**config.mk**
```make
export PLATFORM = sky130hd
export DESIGN_NAME = arithmetic_logic_unit
export DESIGN_NICKNAME = d
export VERILOG_FILES = /design/src/rtl/arithmetic_logic_unit.sv
export SDC_FILE = /design/constraint.sdc
export NUM_CORES = 1
export LEC_CHECK = 0
export ABC_AREA = 1
export CORE_UTILIZATION = 40
export DETAILED_ROUTE_END_ITERATION = 8
export MAX_ROUTING_LAYER = met4
export PLACE_DENSITY = 0.56
export REMOVE_ABC_BUFFERS = 1
export SETUP_SLACK_MARGIN = 0.02
export SLEW_MARGIN = 20
export SYNTH_ARGS = -nofsm -noshare
export SYNTH_HDL_FRONTEND = slang
export SYNTH_SLANG_ARGS = --single-unit
```
**constraint.sdc**
```tcl
create_clock -name clk -period 6.41 [get_ports clk]
set_input_delay 1.282 -clock clk [delete_from_list [all_inputs] [get_ports clk]]
set_output_delay 1.282 -clock clk [all_outputs]
set_load 0.005 [all_outputs]
```
**src/rtl/arithmetic_logic_unit.sv**
```systemverilog
// Single-cycle registered ALU: computes one of ten operations on two
// WIDTH-bit operands and registers the result, a zero flag and a valid
// strobe. Accepts a new request every cycle; no backpressure.
module arithmetic_logic_unit #(
    parameter int unsigned WIDTH = 32
) (
    input  logic             clk,
    input  logic             rst_n,
    input  logic             in_valid,
    input  logic [WIDTH-1:0] operandA,
    input  logic [WIDTH-1:0] operandB,
    input  logic [3:0]       operation,
    output logic [WIDTH-1:0] result,
    output logic             out_valid,
    output logic             zero
);

    // Shift amounts use the low log2(WIDTH) bits of operandB.
    localparam int unsigned SHW = (WIDTH > 1) ? $clog2(WIDTH) : 1;

    typedef enum logic [3:0] {
        OP_ADD = 4'b0000,
        OP_SLL = 4'b0001,
        OP_SLA = 4'b0010,
        OP_SLT = 4'b0011,
        OP_XOR = 4'b0100,
        OP_SRL = 4'b0101,
        OP_OR  = 4'b0110,
        OP_AND = 4'b0111,
        OP_SUB = 4'b1000,
        OP_SRA = 4'b1101
    } alu_op_e;

    logic [SHW-1:0]   shamt;
    logic             less_than;
    logic [WIDTH-1:0] f;

    assign shamt     = operandB[SHW-1:0];
    assign less_than = $signed(operandA) < $signed(operandB);

    // Combinational operation select; unlisted codes pass operandA through.
    always_comb begin
        f = operandA;
        case (alu_op_e'(operation))
            OP_ADD:  f = operandA + operandB;
            OP_SUB:  f = operandA - operandB;
            OP_SLL:  f = operandA << shamt;
            OP_SLA:  f = operandA << shamt;
            OP_SLT:  begin
                f    = '0;
                f[0] = less_than;
            end
            OP_XOR:  f = operandA ^ operandB;
            OP_SRL:  f = operandA >> shamt;
            OP_SRA:  f = WIDTH'($signed(operandA) >>> shamt);
            OP_OR:   f = operandA | operandB;
            OP_AND:  f = operandA & operandB;
            default: f = operandA;
        endcase
    end

    // Output registers: reset wins over a valid request; idle cycles hold result/zero.
    always_ff @(posedge clk) begin
        if (!rst_n) begin
            result    <= '0;
            zero      <= 1'b0;
            out_valid <= 1'b0;
        end else if (in_valid) begin
            result    <= f;
            zero      <= (f == '0);
            out_valid <= 1'b1;
        end else begin
            out_valid <= 1'b0;
        end
    end

endmodule

```
==> impl_metrics.env, run 1 <==
export IMPL_ys_top_cells_by_area="nand2_1, nand3_1, ha_1, inv_1, nor2_1"
export IMPL_crit_fanout=16
export IMPL_final_common_cell="nand2_1"
export IMPL_grt_usage=0.4293
export IMPL_critPathCaptureType="flip-flop"
export IMPL_vias=15970
export IMPL_row_count=61
export IMPL_cts_tree="yes"
export IMPL_grt_ovfl_total=0
export IMPL_power_density_mw_per_mm2=123.2
export IMPL_crit_family="buffers and inverters"
export IMPL_dpl_hpwl_mm=50.23
export IMPL_syn_cell_area_sq_mm=0.01139
export IMPL_ctsResizeCount=0
export IMPL_fin_crit_ns=4.780
export IMPL_totalWireLength_mm=61.62
export IMPL_drtPass1Iterations=5
export IMPL_drt_iter0_drc=2262
export IMPL_tightest_slew_ns=1.070
export IMPL_path_clk_slew_ns=0.06
export IMPL_hold_class="reg2reg"
export IMPL_cp_cell_sequence="clkdlybuf4s50_1 -> nor2_2 -> nand3_1 -> inv_1 -> buf_4 -> a31oi_1 -> nand2_1 -> nor2_1 -> nand2_1 -> inv_1 -> nand2_1 -> nand2_1 -> nand3_1 -> nor2_1 -> nand3_1 -> nor2_1 -> nand3_1 -> a21oi_1"
export IMPL_core_area_sq_mm=0.02793
export IMPL_antenna_cells=0
export IMPL_swShare=0.5327
export IMPL_die_w_microns=170.8
export IMPL_htree_levels=2
export IMPL_peakVddDrop_uv=100.7
export IMPL_layout_drive_gt1_share=0.02534
export IMPL_reg2reg_to="result[13]$_SDFFE_PN0P_"
export IMPL_maxCapViolations=0
export IMPL_synth_cell_types=40
export IMPL_numCtsBuffers=5
export IMPL_cp_num_buf_inv=4
export IMPL_grt_max_degree=73
export IMPL_die_h_microns=170.8
export IMPL_yosysSeqAreaShare=0.05974
export IMPL_clk_path_buf_depth=2
export IMPL_grt_pass1_vias=14560
export IMPL_p_clk_frac=0.176
export IMPL_finalWeightedCongestion=1.093
export IMPL_p_switching_mw=0.8325
export IMPL_vias_per_cell=5.901
export IMPL_p_leak_nw=6.771
export IMPL_start_kind="input pin"
export IMPL_max_freq_mhz=209.2
export IMPL_r2r_slack_ns=5.34
export IMPL_p_int_mw=0.7303
export IMPL_hold_viol=0
export IMPL_io_pins=105
export IMPL_outcome="completed"
export IMPL_clock_sinks=34
export IMPL_path_depth=18
export IMPL_reg2reg_depth=2
export IMPL_cpPeakStageDelay_ns=0.82
export IMPL_drc_errors=0
export IMPL_slew_headroom=0.2843
export IMPL_slowest_stage="inv_1"
export IMPL_grt_pass1_wl_mm=89.52
export IMPL_combPwrFrac=0.671
export IMPL_start_util=0.4079
export IMPL_tns_ns=0
export IMPL_ant_nets=0
export IMPL_slew_violations=0
export IMPL_p_seq_frac=0.153
export IMPL_yosys_warnings=0
export IMPL_synthToLayoutAreaGrowth_pct=11.34
export IMPL_antenna_found_initial=0
export IMPL_n_fill_cell=3304
export IMPL_cts_root_buf="clkbuf_16"
export IMPL_fin_skew_ns=0
export IMPL_crit_end="zero$_SDFFE_PN0P_"
export IMPL_synth_cells=2296
export IMPL_hold_slack_ns=0.4862
export IMPL_wl_per_cell_microns=22.77
export IMPL_portBuffers=104
export IMPL_setup_viol=0
export IMPL_arrival_ns=4.96
export IMPL_synth_top_area_cell="nand2_1"
export IMPL_syn_mean_instance_area_sq_um=4.962
export IMPL_cts_setup_buffers=0
export IMPL_ys_ff_latch=34
export IMPL_final_nets=2497
export IMPL_clk_insertion_delay_late_ns=0.28
export IMPL_layout_common_cells="nand2_1, nand3_1, inv_1"
export IMPL_yosysTopAreaCellShare=0.2553
export IMPL_setup_worst_path_start="operation[0]"
export IMPL_crit_type="in2reg"
export IMPL_fin_crit_sh=0.7457
export IMPL_cts_hold_buf=0
export IMPL_required_ns=6.59
export IMPL_die_area_sq_mm=0.02916
export IMPL_rsz0062_at_grt="false"
export IMPL_reg2reg_from="result[13]$_SDFFE_PN0P_"
worst min path at each step:
stage          cells after the start  slack (ns)               startpoint                       to
6_report                           2        0.49  result[12]$_SDFFE_PN0P_  result[12]$_SDFFE_PN0P_
5_1_grt                            2        0.51        zero$_SDFFE_PN0P_        zero$_SDFFE_PN0P_
4_1_cts                            2        0.48  result[12]$_SDFFE_PN0P_  result[12]$_SDFFE_PN0P_
3_5_place_dp                       2        0.47  result[12]$_SDFFE_PN0P_  result[12]$_SDFFE_PN0P_
3_3_place_gp                       2        0.47   result[2]$_SDFFE_PN0P_   result[2]$_SDFFE_PN0P_
2_1_floorplan                      2        0.46        zero$_SDFFE_PN0P_        zero$_SDFFE_PN0P_
power groups by stage:
stage / logic [mW] / clock network, mW / registers, mW
after floorplan: 0.589 / 0 / 0.242
after global placement: 1.00 / 0 / 0.242
after detailed placement: 1.01 / 0 / 0.243
after CTS: 1.01 / 0.274 / 0.239
after global routing: 1.13 / 0.285 / 0.241
final: 1.05 / 0.275 / 0.239
Yosys cell counts:
master	n
a21o_1	1
a21oi_1	98
a221oi_1	2
a22o_1	1
a31oi_1	1
and2_1	9
and3_1	1
buf_1	2
buf_2	53
buf_4	12
buf_6	8
clkbuf_1	33
clkinv_1	1
dfxtp_1	34
fa_1	2
ha_1	97
inv_1	281
inv_2	5
inv_4	1
nand2_1	775
nand2_2	2
nand3_1	456
nand3_2	2
nand3b_1	6
nand4_1	30
nor2_1	221
nor2_2	4
nor3_1	27
nor4_1	1
o211ai_1	17
o21a_1	3
o21ai_0	79
o21ai_1	1
o21ai_2	1
o21bai_1	8
o221ai_1	1
o22ai_1	14
or2_0	1
or2_1	1
or2_2	4
per-layer routing:
metal	GRT usage	wire length [microns]
met1	0.5464	25430
met2	0.6628	26830
met3	0.06130	5977
met4	0.2096	3380
met5	-	0
cell type report:
| cell class | count | area [sq um] | area share |
|---|---|---|---|
| Sequential cell | 34 | 680.7 | 0.05365 |
| Clock inverter | 1 | 30.03 | 0.002367 |
| Multi-Input combinational cell | 1866 | 9055 | 0.7138 |
| Clock buffer | 7 | 132.6 | 0.01045 |
| Inverter | 288 | 1084 | 0.08541 |
| Timing Repair Buffer | 132 | 1231 | 0.09705 |
| Tap cell | 378 | 473.0 | 0.03728 |
worst register-to-register path, delay by kind of cell (launching register included):
family	cells	cell delay (ns)
flip-flops	1	0.36
AO/OA/AOI/OAI	2	0.58
cells by family after synthesis:
family          after synthesis  share of synthesized area
flops                        34                    0.05974
fa+ha+maj                    99                     0.1100
simple gates               1540                     0.5751
buf+inv                     396                     0.1457
compound gates              227                     0.1094
per-stage QoR:
step / total power [mW] / setup slack [ns] / instance area [sq um] / cells / utilization
floorplan: 0.8317 / 2.132 / 10820 / 2188 / -
global placement: 1.246 / 1.521 / 12520 / 2698 / 0.4483
detailed placement: 1.250 / 1.507 / 12520 / 2698 / 0.4483
CTS: 1.526 / 1.788 / 12690 / 2706 / 0.4541
global route: 1.660 / 1.532 / 12690 / 2706 / 0.4541
finish: 1.563 / 1.630 / 12690 / 2706 / 0.4541
sequential cells by signal, indices dropped and copies added (netlist names):
name,count
result,32
out_valid,1
zero,1
Note: power is estimated with default switching activity, not from simulation.
==> run 2: changes to the inputs <==
--- a/config.mk
+++ b/config.mk
@@ -9,7 +9,7 @@
 export CORE_UTILIZATION = 40
 export DETAILED_ROUTE_END_ITERATION = 8
 export MAX_ROUTING_LAYER = met4
-export PLACE_DENSITY = 0.56
+export PLACE_DENSITY = 0.58
 export REMOVE_ABC_BUFFERS = 1
 export SETUP_SLACK_MARGIN = 0.02
 export SLEW_MARGIN = 20
==> constraint.sdc (replaced) <==
create_clock -name clk -period 4.28 [get_ports clk]
set_input_delay 0.856 -clock clk [delete_from_list [all_inputs] [get_ports clk]]
set_output_delay 0.856 -clock clk [all_outputs]
set_load 0.005 [all_outputs]
==> impl_metrics.env, run 2 (synthesis results as in run 1) <==
export IMPL_grt_pass1_vias=15190
export IMPL_hold_class="reg2reg"
export IMPL_wl_per_cell_microns=22.88
export IMPL_p_leak_nw=7.422
export IMPL_tightest_slew_ns=1.128
export IMPL_synthToLayoutAreaGrowth_pct=20.35
export IMPL_grt_pass1_wl_mm=93.42
export IMPL_swShare=0.5340
export IMPL_layout_drive_gt1_share=0.07808
export IMPL_antenna_cells=0
export IMPL_slowest_stage="ha_1"
export IMPL_final_nets=2629
export IMPL_required_ns=4.49
export IMPL_numCtsBuffers=5
export IMPL_hold_slack_ns=0.4912
export IMPL_grt_ovfl_total=0
export IMPL_crit_type="in2reg"
export IMPL_cp_cell_sequence="clkdlybuf4s50_1 -> inv_1 -> ha_1 -> nand2_1 -> nor2_1 -> nand3_1 -> nand3_1 -> nand3_1 -> nand2_1 -> nand2_1 -> nand3_1 -> nand4_1 -> nor2_1 -> nand3_1 -> nor2_1 -> nand3_1 -> a21oi_1"
export IMPL_path_clk_slew_ns=0.05
export IMPL_finalWeightedCongestion=1.120
export IMPL_start_util=0.4079
export IMPL_drtPass1Iterations=8
export IMPL_grt_usage=0.4517
export IMPL_highest_layer="met4"
export IMPL_clk_insertion_delay_late_ns=0.28
export IMPL_maxCapViolations=0
export IMPL_setup_viol=0
export IMPL_combPwrFrac=0.717
export IMPL_vias=16730
export IMPL_final_common_cell="nand2_1"
export IMPL_arrival_ns=4.30
export IMPL_fin_util=0.4909
export IMPL_outcome="completed"
export IMPL_p_int_mw=1.153
export IMPL_slew_headroom=0.2457
export IMPL_die_h_microns=170.8
export IMPL_finalWorstSetupSlack_ns=0.1921
export IMPL_cpMostUsedCell="nand3_1"
export IMPL_antenna_found_initial=0
export IMPL_cts_root_buf="clkbuf_16"
export IMPL_cts_tree="yes"
export IMPL_layout_common_cells="nand2_1, nand3_1, inv_1"
export IMPL_max_freq_mhz=244.6
export IMPL_cts_hold_buf=0
export IMPL_largest_register="result"
export IMPL_tns_ns=0
export IMPL_fin_skew_ns=0
export IMPL_p_seq_frac=0.144
export IMPL_largestRegisters="result: 32 flops, out_valid: 1 flops, zero: 1 flops"
export IMPL_dp_cells=2830
export IMPL_peakVddDrop_uv=156.2
export IMPL_reg2reg_depth=2
export IMPL_slew_violations=0
export IMPL_met3_length_mm=7.545
export IMPL_fin_crit_ns=4.088
export IMPL_cpPeakStageDelay_ns=0.52
export IMPL_row_count=61
export IMPL_critPathCaptureType="flip-flop"
export IMPL_rsz0062_at_grt="false"
export IMPL_cts_setup_buffers=0
export IMPL_die_w_microns=170.8
export IMPL_dpl_hpwl_mm=54.38
export IMPL_holdPathStages=2
export IMPL_hold_viol=0
export IMPL_start_kind="input pin"
export IMPL_die_area_sq_mm=0.02916
export IMPL_portBuffers=104
export IMPL_vias_per_cell=5.896
export IMPL_core_area_sq_mm=0.02793
export IMPL_route_met2_wl_mm=27.45
export IMPL_htree_levels=2
export IMPL_io_pins=105
export IMPL_clock_sinks=34
export IMPL_largest_reg_flops=32
export IMPL_ctsResizeCount=0
export IMPL_fin_cells=2837
export IMPL_totalWireLength_mm=64.91
export IMPL_ant_nets=0
export IMPL_fin_crit_sh=0.9551
export IMPL_drt_iter0_drc=2720
export IMPL_drc_errors=0
export IMPL_p_switching_mw=1.321
export IMPL_crit_fanout=10
export IMPL_clk_path_buf_depth=2
export IMPL_grt_max_degree=70
export IMPL_drt_met1_wl_mm=26.66
export IMPL_dp_slack_ns=0.03194
export IMPL_power_density_mw_per_mm2=180.4
export IMPL_p_clk_frac=0.138
run 2: cell types whose count changed in the layout (fill, tap and decap cells not counted), sizes merged:
cell and change:
buf +132, clkbuf -2, clkinv +2, bufinv -1
run 2: layout make-up:
cell class	count	area (sq um)
clock inverter	2	10.01
clock buffer	5	125.1
timing repair buffer	264	2285
sequential	34	680.7
inverter	288	1084
fill	3254	14220
multi-input combinational	1866	9055
tap	378	473.0
run 2: routing by layer:
layer,global-route usage,up-vias
li1,-,7722
met1,0.5943,7739
met2,0.6736,1090
met3,0.07911,177
met4,0.1939,0
met5,-,-
run 2: path summary, 6_finish.rpt:
| check | from | endpoint | slack [ns] |
|---|---|---|---|
| hold reg to reg | result[2]$_SDFFE_PN0P_ | result[2]$_SDFFE_PN0P_ | 0.49 |
| hold / removal | result[2]$_SDFFE_PN0P_ | result[2]$_SDFFE_PN0P_ | 0.49 |
| setup reg to reg | result[16]$_SDFFE_PN0P_ | result[16]$_SDFFE_PN0P_ | 3.50 |
| setup / recovery | operandB[9] | zero$_SDFFE_PN0P_ | 0.19 |
run 2: power groups by stage:
stage	Sequential [mW]	Clock [mW]	Combinational, mW
final	0.357	0.342	1.77
after global routing	0.359	0.357	1.90
after CTS	0.357	0.341	1.71
after detailed placement	0.364	0	1.70
after global placement	0.363	0	1.70
after floorplan	0.363	0	0.883
run 2: critical path, delay by kind of cell:
kind / cells / cell delay, ns
adders and majority gates: 1 / 0.52
buffers and inverters: 2 / 0.57
AOI/OAI and AO/OA: 1 / 0.11
and+or+nand+nor: 13 / 2.25
run 2: stage by stage:
step / total power [mW] / instance area [sq um]
after CTS: 2.407 / 13710
after global placement: 2.062 / 13570
final: 2.474 / 13710
after global routing: 2.611 / 13710
after detailed placement: 2.064 / 13570
after floorplan: 1.246 / 10820
==> variant, RTL diff (config.mk and constraints of run 2) <==
Remove the case item `OP_SLL` of the case on `alu_op_e'(operation)`.
--- a/src/rtl/arithmetic_logic_unit.sv
+++ b/src/rtl/arithmetic_logic_unit.sv
@@ -44,7 +44,6 @@
         case (alu_op_e'(operation))
             OP_ADD:  f = operandA + operandB;
             OP_SUB:  f = operandA - operandB;
-            OP_SLL:  f = operandA << shamt;
             OP_SLA:  f = operandA << shamt;
             OP_SLT:  begin
                 f    = '0;
Behaviour: not the same (a bounded check fails within 4 cycles, from zero or initial values and one cycle with rst_n low).
==> variant against run 2 <==
  * Power up 8.1%
  * Combinational power rose by 3%
  * Setup slack better by 0.028 ns
  * Sequential cell count unchanged
  * Sequential power hardly changed
  * Clock skew is the same
  * Maximum frequency up 0.70%
  * Non-clock buffer count down 1
  * Via count up 1.4%
  * Wire length increased by 2.0%
  * Utilization up 0.12 points
  * Final area up 4.1%
  * Synthesized area up 4.5%
  * Hold slack gained 0.0047 ns
==> variant: results (changes against run 2) <==
| Metric | Value |
|---|---|
| CTS clock-pin slew for the worst setup and hold paths | 0.06 ns |
| Count of cell types in the netlist | 43 (was 40) |
| CP max stage delay | 0.56 ns (was 0.52 ns) |
| Final Wtd Congestion | 1.114 (was 1.120) |
| Largest net degree at the start of global routing | 68 (was 70) |
| Dominant cells by area after synthesis | nand2_1, nand3_1, inv_1 (was nand2_1, nand3_1, ha_1) |
| Fraction of layout cells with a size suffix above 1 | 8.343% (was 7.808%) |
| Worst r2r src | result[17]$_SDFFE_PN0P_ (was result[16]$_SDFFE_PN0P_) |
| Max H-tree Level | 2 (unchanged) |
| Fill count | 3,292 (was 3,254) |
| Global Route Usage Sum | 43.39% (was 45.17%) |
| Asr flop ratio synth | 0% (unchanged) |
| Clock Tree Buf Depth | 2 (unchanged) |
| Root Driver | clkbuf_16 (unchanged) |
| Insertion delay to the later sink of the worst-skew pair | 0.28 ns (about the same) |
| Vias | 16,970 (was 16,730) |
| Seq/Total Area, Yosys | 5.719% (was 5.974%) |
| VDD IR max | 149.5 µV (was 156.2 µV) |
| Top FF cell, synth | dfxtp_1 (unchanged) |
| Postcts setup bufs | 0 (unchanged) |
| Final nets | 2,746 (was 2,629) |
| Post-route insts no fill | 2,963 (was 2,837) |
| Final wirelength | 66.24 mm (was 64.91 mm) |
| Worst Path Arrival | 4.28 ns (was 4.30 ns) |
| Crit-path max FO | 7 (was 10) |
| Run status | complete, no violations (unchanged) |
| Inserted Clock Buffers | 5 (unchanged) |
| CP startpoint | operandB[4] (was operandB[9]) |
| Skew final | 0 ns (unchanged) |
| Largest registers | result: 32 flops, out_valid: 1 flops, zero: 1 flops (unchanged) |
| Initial DRT Pass Iterations | 6 (was 8) |
| Global-route wire length before repair | 95.25 mm (was 93.42 mm) |
| Vias in the first global route | 15,600 (was 15,190) |
| Area after DPL | 0.01405 mm² (was 0.01357 mm²) |
| Initial DRC count | 2,080 (was 2,720) |
| Ys Warns | 0 (unchanged) |
| Worst Max-Slew Pin Slew | 1.135 ns (was 1.128 ns) |
| Post-cts gate resize count | 0 (unchanged) |
| Total leakage power | 7.930 nW (was 7.422 nW) |
| Cells after Synth | 2,413 (was 2,296) |
| Post-DP HPWL | 56.37 mm (was 54.38 mm) |
| Synth top cells by count | nand2_1, nand3_1, inv_1 (unchanged) |
| Antenna violations before repair | 2 (was 0) |
| Pre-CTS setup slack | -0.07734 ns (was 0.03194 ns) |
| Max stage delay cell, worst path | clkdlybuf4s50_1 (was ha_1) |
| Worst hold start | result[11]$_SDFFE_PN0P_ (was result[2]$_SDFFE_PN0P_) |
==> variant: cell types whose count changed in the layout (fill, tap and decap cells not counted), sizes merged, moves of 3 or more <==
cell / before / now
nand2: 777 / 901
inv: 287 / 347
nand3: 458 / 414
nor2: 225 / 195
o211ai: 17 / 28
nand4: 30 / 36
nand3b: 6 / 11
o21bai: 8 / 3
o22ai: 14 / 9
a21oi: 98 / 94
a31oi: 1 / 4
o21ai: 81 / 78
==> variant: area by class of cell <==
type | instances | area, µm² | area share [%]
Antenna cell | 2 | 5.005 | 0.03506
Clock buffer | 5 | 125.1 | 0.8765
Clock inverter | 3 | 68.82 | 0.4821
Inverter | 347 | 1305 | 9.142
Multi-Input combinational cell | 1925 | 9355 | 65.54
Sequential cell | 34 | 680.7 | 4.768
Tap cell | 384 | 480.5 | 3.366
Timing Repair Buffer | 263 | 2255 | 15.79
==> variant: cells by family after synthesis <==
| kind of cell | share of synthesized area [%] |
|---|---|
| buffers and inverters | 15.89 |
| AO/OA/AOI/OAI | 10.48 |
| flip-flops | 5.719 |
| AND/OR/NAND/NOR | 57.38 |
| adder cells (fa/ha/maj) | 10.53 |
==> variant: final timing paths <==
kind                            slack, ns  cells after the start                 endpoint
worst min-delay path                 0.50                      2  result[11]$_SDFFE_PN0P_
worst max-delay path                 0.22                     16        zero$_SDFFE_PN0P_
worst max register to register       3.55                      2  result[17]$_SDFFE_PN0P_
worst min register to register       0.50                      2  result[11]$_SDFFE_PN0P_
==> variant: power breakdown <==
group / internal, mW / switching (mW) / total [mW]
logic: 0.613 / 1.21 / 1.82
registers: 0.343 / 0.0143 / 0.357
clock network: 0.335 / 0.160 / 0.496
total: 1.29 / 1.38 / 2.67
==> variant: layer usage <==
layer  vias to the layer above  global-route usage (%)  part of all wire, %
met5                         -                       -                    0
met3                       160                   7.174                   10
li1                       8005                       -                    -
met2                       953                   67.33                   43
met4                         0                   18.88                  5.4
met1                      7852                   55.18                   41
==> variant: worst max-delay path, delay by kind of cell <==
family	cells	cell delay (ns)
AO/OA/AOI/OAI	3	0.78
adder cells (fa/ha/maj)	1	0.44
buffers and inverters	2	0.65
AND/OR/NAND/NOR	10	1.54
